$ cat src/rtl/board_io_pkg.sv
// Shared types and default parameter values for the board I/O controller.
package board_io_pkg;

   typedef enum logic [1:0] {
      LED_DIRECT = 2'd0,
      LED_DIM    = 2'd1,
      LED_BLINK  = 2'd2,
      LED_OFF    = 2'd3
   } led_mode_t;

   localparam int DEF_NUM_SW         = 16;
   localparam int DEF_NUM_BTN        = 5;
   localparam int DEF_NUM_LED        = 16;
   localparam int DEF_DEBOUNCE_CYC   = 1000000;
   localparam int DEF_RST_HOLD_CYC   = 16;
   localparam int DEF_PWM_BITS       = 8;
   localparam int DEF_BLINK_DIV_LOG2 = 24;

endpackage

$ cat src/rtl/io_debounce.sv
// One debounced input channel: 2-flop synchronizer, stability counter, output flop.
module io_debounce #(
   parameter int DEBOUNCE_CYC = 8
) (
   input  logic clk_i,
   input  logic arst_n_i,
   input  logic d_i,
   output logic q_o
);

   localparam int CW = $clog2(DEBOUNCE_CYC + 1);
   localparam logic [CW-1:0] TC = CW'(DEBOUNCE_CYC - 1);

   logic          meta_q, sync_q, out_q, out_d;
   logic [CW-1:0] cnt_q, cnt_d;

   // The counter only runs while the synced input disagrees with the output,
   // so any disagreement shorter than DEBOUNCE_CYC samples is dropped.
   always_comb begin
      cnt_d = cnt_q;
      out_d = out_q;
      if (sync_q == out_q) begin
         cnt_d = '0;
      end else if (cnt_q == TC) begin
         cnt_d = '0;
         out_d = ~out_q;
      end else begin
         cnt_d = cnt_q + 1'b1;
      end
   end

   always_ff @(posedge clk_i or negedge arst_n_i) begin
      if (!arst_n_i) begin
         meta_q <= 1'b0;
         sync_q <= 1'b0;
         cnt_q  <= '0;
         out_q  <= 1'b0;
      end else begin
         meta_q <= d_i;
         sync_q <= meta_q;
         cnt_q  <= cnt_d;
         out_q  <= out_d;
      end
   end

   assign q_o = out_q;

endmodule

$ cat src/rtl/board_io_ctrl.sv
// Board I/O controller: SoC reset sequencing, switch/button debounce, LED drive.
module board_io_ctrl
   import board_io_pkg::*;
#(
   parameter int NUM_SW         = DEF_NUM_SW,
   parameter int NUM_BTN        = DEF_NUM_BTN,
   parameter int NUM_LED        = DEF_NUM_LED,
   parameter int DEBOUNCE_CYC   = DEF_DEBOUNCE_CYC,
   parameter int RST_HOLD_CYC   = DEF_RST_HOLD_CYC,
   parameter int PWM_BITS       = DEF_PWM_BITS,
   parameter int BLINK_DIV_LOG2 = DEF_BLINK_DIV_LOG2
) (
   input  logic                clk_i,
   input  logic                arst_n_i,
   input  logic                pll_locked_i,
   input  logic [NUM_SW-1:0]   sw_i,
   input  logic [NUM_BTN-1:0]  btn_i,
   input  logic [NUM_LED-1:0]  led_i,
   input  logic [1:0]          led_mode_i,
   input  logic [PWM_BITS-1:0] bright_i,
   output logic                rst_o,
   output logic [NUM_SW-1:0]   sw_o,
   output logic [NUM_BTN-1:0]  btn_o,
   output logic [NUM_BTN-1:0]  btn_press_o,
   output logic [NUM_LED-1:0]  led_o
);

   localparam int NUM_CH = NUM_SW + NUM_BTN;
   localparam int HW     = $clog2(RST_HOLD_CYC + 1);
   localparam logic [HW-1:0] HOLD_TC = HW'(RST_HOLD_CYC - 1);

   // Either cause forces the SoC reset immediately; release is synchronous.
   logic          rst_src_n;
   logic          lock_meta_q, lock_sync_q;
   logic [HW-1:0] hold_q;
   logic          rst_q;

   assign rst_src_n = arst_n_i & pll_locked_i;

   always_ff @(posedge clk_i or negedge rst_src_n) begin
      if (!rst_src_n) begin
         lock_meta_q <= 1'b0;
         lock_sync_q <= 1'b0;
         hold_q      <= '0;
         rst_q       <= 1'b1;
      end else begin
         lock_meta_q <= pll_locked_i;
         lock_sync_q <= lock_meta_q;
         if (lock_sync_q && rst_q) begin
            if (hold_q == HOLD_TC) begin
               rst_q <= 1'b0;
            end else begin
               hold_q <= hold_q + 1'b1;
            end
         end
      end
   end

   assign rst_o = rst_q;

   // Debounce is cleared by the board reset only, so switch state survives lock loss.
   logic [NUM_CH-1:0] raw, deb;
   assign raw = {btn_i, sw_i};

   for (genvar g = 0; g < NUM_CH; g++) begin : g_deb
      io_debounce #(
         .DEBOUNCE_CYC (DEBOUNCE_CYC)
      ) u_deb (
         .clk_i    (clk_i),
         .arst_n_i (arst_n_i),
         .d_i      (raw[g]),
         .q_o      (deb[g])
      );
   end

   assign sw_o  = deb[NUM_SW-1:0];
   assign btn_o = deb[NUM_CH-1:NUM_SW];

   logic [NUM_BTN-1:0] btn_prev_q;
   assign btn_press_o = btn_o & ~btn_prev_q;

   logic [PWM_BITS-1:0]       pwm_q;
   logic [BLINK_DIV_LOG2-1:0] blink_q;
   logic                      blink_ph;
   logic [NUM_LED-1:0]        led_q, led_d;

   assign blink_ph = blink_q[BLINK_DIV_LOG2-1];

   always_comb begin
      led_d = '0;
      if (rst_q) begin
         led_d = {NUM_LED{blink_ph}};
      end else begin
         case (led_mode_t'(led_mode_i))
            LED_DIRECT: led_d = led_i;
            LED_DIM:    led_d = led_i & {NUM_LED{pwm_q < bright_i}};
            LED_BLINK:  led_d = led_i & {NUM_LED{blink_ph}};
            LED_OFF:    led_d = '0;
         endcase
      end
   end

   always_ff @(posedge clk_i or negedge arst_n_i) begin
      if (!arst_n_i) begin
         pwm_q      <= '0;
         blink_q    <= '0;
         led_q      <= '0;
         btn_prev_q <= '0;
      end else begin
         pwm_q      <= pwm_q + 1'b1;
         blink_q    <= blink_q + 1'b1;
         led_q      <= led_d;
         btn_prev_q <= btn_o;
      end
   end

   assign led_o = led_q;

endmodule

$ cat config.mk
export PLATFORM = sky130hd
export DESIGN_NAME = board_io_ctrl
export DESIGN_NICKNAME = d
export VERILOG_FILES = /design/src/rtl/board_io_pkg.sv /design/src/rtl/io_debounce.sv /design/src/rtl/board_io_ctrl.sv
export SDC_FILE = /design/constraint.sdc
export NUM_CORES = 1
export LEC_CHECK = 0
export BUFFER_PORTS_ARGS = -buffer_cell sky130_fd_sc_hd__buf_2
export CORE_MARGIN = 2
export CORE_UTILIZATION = 40
export DETAILED_ROUTE_END_ITERATION = 6
export GPL_TIMING_DRIVEN = 0
export HOLD_SLACK_MARGIN = 0.08
export PLACE_DENSITY_LB_ADDON = 0.12
export REMOVE_ABC_BUFFERS = 1
export SLEW_MARGIN = 40
export SYNTH_ARGS = -nofsm -noshare
export SYNTH_HDL_FRONTEND = slang
export SYNTH_SLANG_ARGS = --single-unit
$ cat constraint.sdc
create_clock -name clk_i -period 1.83 [get_ports clk_i]
set_input_delay 0 -clock clk_i [delete_from_list [all_inputs] [get_ports clk_i]]
set_output_delay 0 -clock clk_i [all_outputs]
set_load 0.01 [all_outputs]
# Word-level counts from Yosys, hierarchy flattened
# Cells that the tools add are included.
# totals
output_inout_bits	43
ff_bits	544
input_bits	50
# classes
n_bitwise	48
n_mux	44
n_eq_ne	46
reduce_logical	25
addsub	24
order_cmp	1
# ops
op	n
2-to-1 mux 20 bit	42
adder 20 x 1 -> 20 bit, second input constant	21
equality test 20 bit, second input constant	21
one-hot mux 16 bit (4 select lines)	1
AND reduction 2 bit	23
NOT 1 bit	43
AND 16 bit	2
adder 24 x 1 -> 24 bit, second input constant	1
equality test 1 bit	21
2-to-1 mux 16 bit	1
adder 8 x 1 -> 8 bit, second input constant	1
less-than comparator 8 bit	1
adder 5 x 1 -> 5 bit, second input constant	1
AND 5 bit	1
equality test 5 x 4 -> 1 bit, second input constant	1
NOT 5 bit	1
equality test 2 bit, second input constant	2
equality test 2 x 1 -> 1 bit, second input constant	1
zero test 2 bit	1
AND 1 bit	1
logical AND 1 bit	1

# Longest topological paths before layout
# depth
word_depth	4
ltp_mapped	7

# By module
# Synthesis repeated with hierarchy kept, for this count alone.
# unflattened
cells_unflattened	2486
hier_area_um2	26033.7
# by_module_without_submodules
module	cells_per_inst	n_inst	area_per_inst_um2	seq_area_each_um2
io_debounce	108	21	1114.8	575.6
board_io_ctrl	218	1	2622.5	1527.7

# Worst setup path before layout
# No wires, ideal clock.
# synth_path
path_type	reg-to-reg
startpoint	register g_deb[20].u_deb.cnt_q[12]
endpoint	register g_deb[20].u_deb.cnt_q[12]
required_time_ps	1711
synth_period_minus_slack_ps	1956
path_stages_with_launch	7
t_arrival_ps	1837
setup_slack_ps	-126
n_path_buf	2
path_cell_list	dfrtp_1 > or4b_2 > nor4_1 > a31o_2 > buf_4 > buf_4 > nor2_1
# synth_between
elab_chain_cells	3
elab_cells_between_ends	4
cone_classes	add/sub (1); eq/ne (1); mux (2)
# synth_lines
item	line_no	source
start, declared	io_debounce.sv:15	logic [CW-1:0] cnt_q, cnt_d;
start signal, assigned	io_debounce.sv:41	cnt_q <= cnt_d;
adder 20 x 1 -> 20 bit or equality test 20 bit (tied branches)	io_debounce.sv:28, io_debounce.sv:24	
2-to-1 mux 20 bit *	io_debounce.sv:24	end else if (cnt_q == TC) begin
2-to-1 mux 20 bit *	io_debounce.sv:22	if (sync_q == out_q) begin
named net g_deb[20].u_deb.cnt_d[12]	io_debounce.sv:15	
# Mark *: on every way through the listed nets, which the timed path passes. The rest lies on a longest branch.
# A chain may end at the register's enable or synchronous reset.

# Worst setup path in the final report
# layout_path
startpoint	register g_deb[6].u_deb.cnt_q[10]
endpoint	register g_deb[6].u_deb.cnt_q[18]
# layout_between
elab_chain_cells	3
elab_cells_between_ends	4
cone_classes	add/sub (1); eq/ne (1); mux (2)
# layout_lines
item	line_no
start, declared	io_debounce.sv:15
start signal, assigned	io_debounce.sv:41
adder 20 x 1 -> 20 bit or equality test 20 bit (tied branches)	io_debounce.sv:28, io_debounce.sv:24
2-to-1 mux 20 bit *	io_debounce.sv:24
2-to-1 mux 20 bit *	io_debounce.sv:22
named net g_deb[6].u_deb.cnt_d[18]	io_debounce.sv:15
# Marks and branches as above.

==> impl_metrics.toml <==
[global_routing]
grt-ovfl-total = 0
grt_max_degree = 75
grt_pass1_wl_um = 92200
grt_pass1_vias = 19700
antenna_found_initial = 1
grt_util_all_layers_pct = 15.8

[final_layout]
syn_to_final_growth_pct = 26.6
drive_above_1_share_pct = 23.2
fin_nets = 3009
diodes = 0
stdcell_area_sq_um = 32900
stdcell_count = 3826

[place]
routabilityCongestion = 0.800
hpwl_um = 33200
place_area_sq_um = 27600
dp_cells = 3464
port_buffers = 92

[clock_network]
cts.reportedPaths.clkPinSlew_ns = 0.06
cts_buffers = 61
htreeDepth = 2
cts-root-buf = "clkbuf_16"
cts_hold_buf = 60
clk_latency_ns = 0.62
cts_tree = "yes"
clock_sinks = 544
clockBufferDepth = 3

[timing]
timing.hold.ws_ns = -0.679
worstMarginPinSlew_ns = 0.739
finalSetupViolations = 0
layout_min_cycle_time_ns = 1.82
fmax_mhz = 550
maxSlewHeadroom_pct = 50.3
period_share_pct = 99.4
hold_viol_final = 192
finClkSkew_ns = 0.0161
final_max_slew_viol_count = 0
rsz0062_at_grt = "yes"

[critical_path]
critPathKind = "register to register"
worst_setup_path_end_kind = "register"
arrival_ns = 2.37
crit_path_start_kind = "register"
cp_max_fo = 8
worst-r2r-cell-count = 4
worstPathRequired_ns = 2.38

[floorplan]
core-area_sq_um = 64300
initial_core_util_pct = 40.4
die_w_um = 259
pin_count = 93
die_h_um = 259
placementRows = 93
die_area_sq_um = 67100

[logic_synthesis]
synth_edf_count = 0
yosysWarningCount = 0
syn_inst = 2592
ys_seq_area_share_pct = 52.3
synth_cell_type_count = 55
avgSynthCellArea_sq_um = 10.0
synth_seq_cells = 544
async_reset_ff_share_pct = 100
synthFlopType = "dfrtp_1"
syn_area_sq_um = 26000

[drt]
vias = 20100
viasPerCell = 5.27
drt-pass1-iter-count = 5
drc = 0
first_iter_violations = 999
wl_um = 54200
ant_nets = 0
wl_per_cell_um = 14.2

[flow_run]
drv_cap = 0

[power]
max-vdd-ir-drop_uv = 694
power.leakage_nw = 13.4
powerDensity_nw_per_um2 = 800

[outcome]
status = "finished, violations left"
violations = "hold timing"

[hold_path]
hold_class = "input pin to async pin"
-- final cells by class --
cell class	instances	area [sq um]
clock buffer	89	1810
clock inverter	20	290
fill	5789	31400
inverter	99	372
multi-input combinational	1858	12800
sequential	544	13700
tap	855	1070
timing repair buffer	361	2940
-- synth_stat cells, types with 3 or more instances --
cell type / number / share of area, %
dfrtp_1: 543 / 52
nor2_1: 324 / 4.7
nand3_1: 199 / 3.8
xnor2_1: 179 / 6.0
nand2_1: 152 / 2.2
a21oi_1: 136 / 2.6
xor2_1: 131 / 4.4
inv_1: 99 / 1.4
nor4_1: 91 / 2.2
nand4_1: 69 / 1.7
or4_1: 68 / 2.0
o31ai_1: 64 / 1.8
or3_1: 58 / 1.4
nor3_1: 55 / 1.1
and3_1: 54 / 1.3
clkbuf_1: 53 / 0.76
o21ai_0: 53 / 1.0
ha_1: 34 / 1.6
buf_4: 24 / 0.69
mux2_2: 21 / 0.91
nor4b_1: 18 / 0.61
a211oi_1: 17 / 0.49
or4b_2: 16 / 0.62
and2_1: 15 / 0.36
buf_2: 14 / 0.27
and4_1: 12 / 0.40
nand4b_1: 12 / 0.40
o41ai_1: 9 / 0.30
or2_2: 6 / 0.14
a31o_2: 5 / 0.17
nand3_2: 5 / 0.19
nor2b_1: 5 / 0.12
nor4bb_1: 5 / 0.19
a21o_1: 4 / 0.12
nand4_2: 4 / 0.19
o31ai_4: 4 / 0.33
clkbuf_2: 3 / 0.058
nand3_4: 3 / 0.20
o21ai_2: 3 / 0.10
-- worst max-delay path, cell delays in order, from the launching register on --
cell and delay (ns):
dfrtp_1 0.41, nand4_1 0.19, or4_4 0.57, or4_4 0.44, a21oi_2 0.15
-- cells in the final DEF (no fill, tap or decap), types with 15 or more instances in the layout --
master         instances
dfrtp_1              490
nor2_1               323
xnor2_1              179
buf_4                179
nand3_1              171
nand2_1              147
xor2_1               131
a21oi_1              117
inv_1                 99
buf_2                 91
nor4_1                83
nand4_1               69
clkbuf_16             63
dlygate4sd3_1         60
dfrtp_2               53
o31ai_1               52
o21ai_0               51
nor3_1                49
or3_1                 47
and3_1                43
or4_1                 40
or4_4                 28
nand3_4               23
a21oi_2               21
mux2_2                21
ha_1                  19
nor4b_1               17
o31ai_4               16
a211oi_1              16
buf_6                 15
-- path summary, 6_finish.rpt --
path	from	endpoint	slack, ns
max in group asynchronous	arst_n_i	rst_o	0.64
worst min register to register	g_deb[7].u_deb.meta_q	g_deb[7].u_deb.sync_q	0.35
worst max-delay path	g_deb[6].u_deb.cnt_q[10]	g_deb[6].u_deb.cnt_q[18]	0.01
worst max register to register	g_deb[6].u_deb.cnt_q[10]	g_deb[6].u_deb.cnt_q[18]	0.01
min in group clk_i	bright_i[3]	led_o[3]	0.15
worst min-delay path	arst_n_i	g_deb[7].u_deb.q_o	-0.68
-- logic make-up (layout without fill, tap and decap cells) --
family	Yosys count	after routing	synth area share [%]
AOI/OAI and AO/OA	303	306	7.24
xor gates and xnor gates	310	310	10.4
adders and majority gates	34	34	1.64
buffers and inverters	193	569	3.21
DFF	544	544	52.3
muxes	21	21	0.909
and+or+nand+nor	1187	1187	24.2
-- metal layers --
layer	GRT usage, %	wire length [um]	up-vias
met3	2.67	1680	82
met1	20.8	24700	9942
met4	4.87	1150	2
li1	-	-	9890
met5	0	13	-
met2	26.8	26600	233
-- metrics by stage --
stage,util (%),setup slack (ns),setup TNS [ns],power (mW)
after global placement,42.1,-10.66,-6099.05,13.4
after detailed placement,42.9,-0.401,-83.27,13.5
after floorplan,-,-0.782,-142.54,13.0
final,51.2,0.0111,0,26.3
after global routing,51.2,-0.0628,-0.478,27.5
after CTS,49.1,-0.0221,-0.0221,26.8
-- flip-flops by register name, indices dropped and copies added (netlist names), 5 cells and up --
| name | flops |
|---|---|
| g_deb.u_deb.meta_q | 21 |
| g_deb.u_deb.sync_q | 21 |
| hold_q | 5 |
| blink_q | 24 |
| led_o | 16 |
| g_deb.u_deb.cnt_q | 420 |
| btn_prev_q | 5 |
| pwm_q | 8 |
| g_deb.u_deb.q_o | 21 |
-- repair_timing --
| action | 4_1_cts | 5_1_grt |
|---|---|---|
| hold endpoints to repair | 238 | 192 |
| pin swaps | 47 | 61 |
| gates resized for setup | 111 | 158 |
| buffers inserted | 93 | 96 |
| cloned | 3 | 1 |
| endpoints found under the setup margin | 382 | 220 |
-- power breakdown --
group | leakage [nW] | switching (mW) | total, mW | internal [mW]
Clock | 1.03 | 4.96 | 12.8 | 7.80
Combinational | 5.04 | 0.670 | 1.17 | 0.503
Sequential | 7.31 | 0.181 | 12.4 | 12.2
Note: power is estimated with default switching activity, not from simulation.
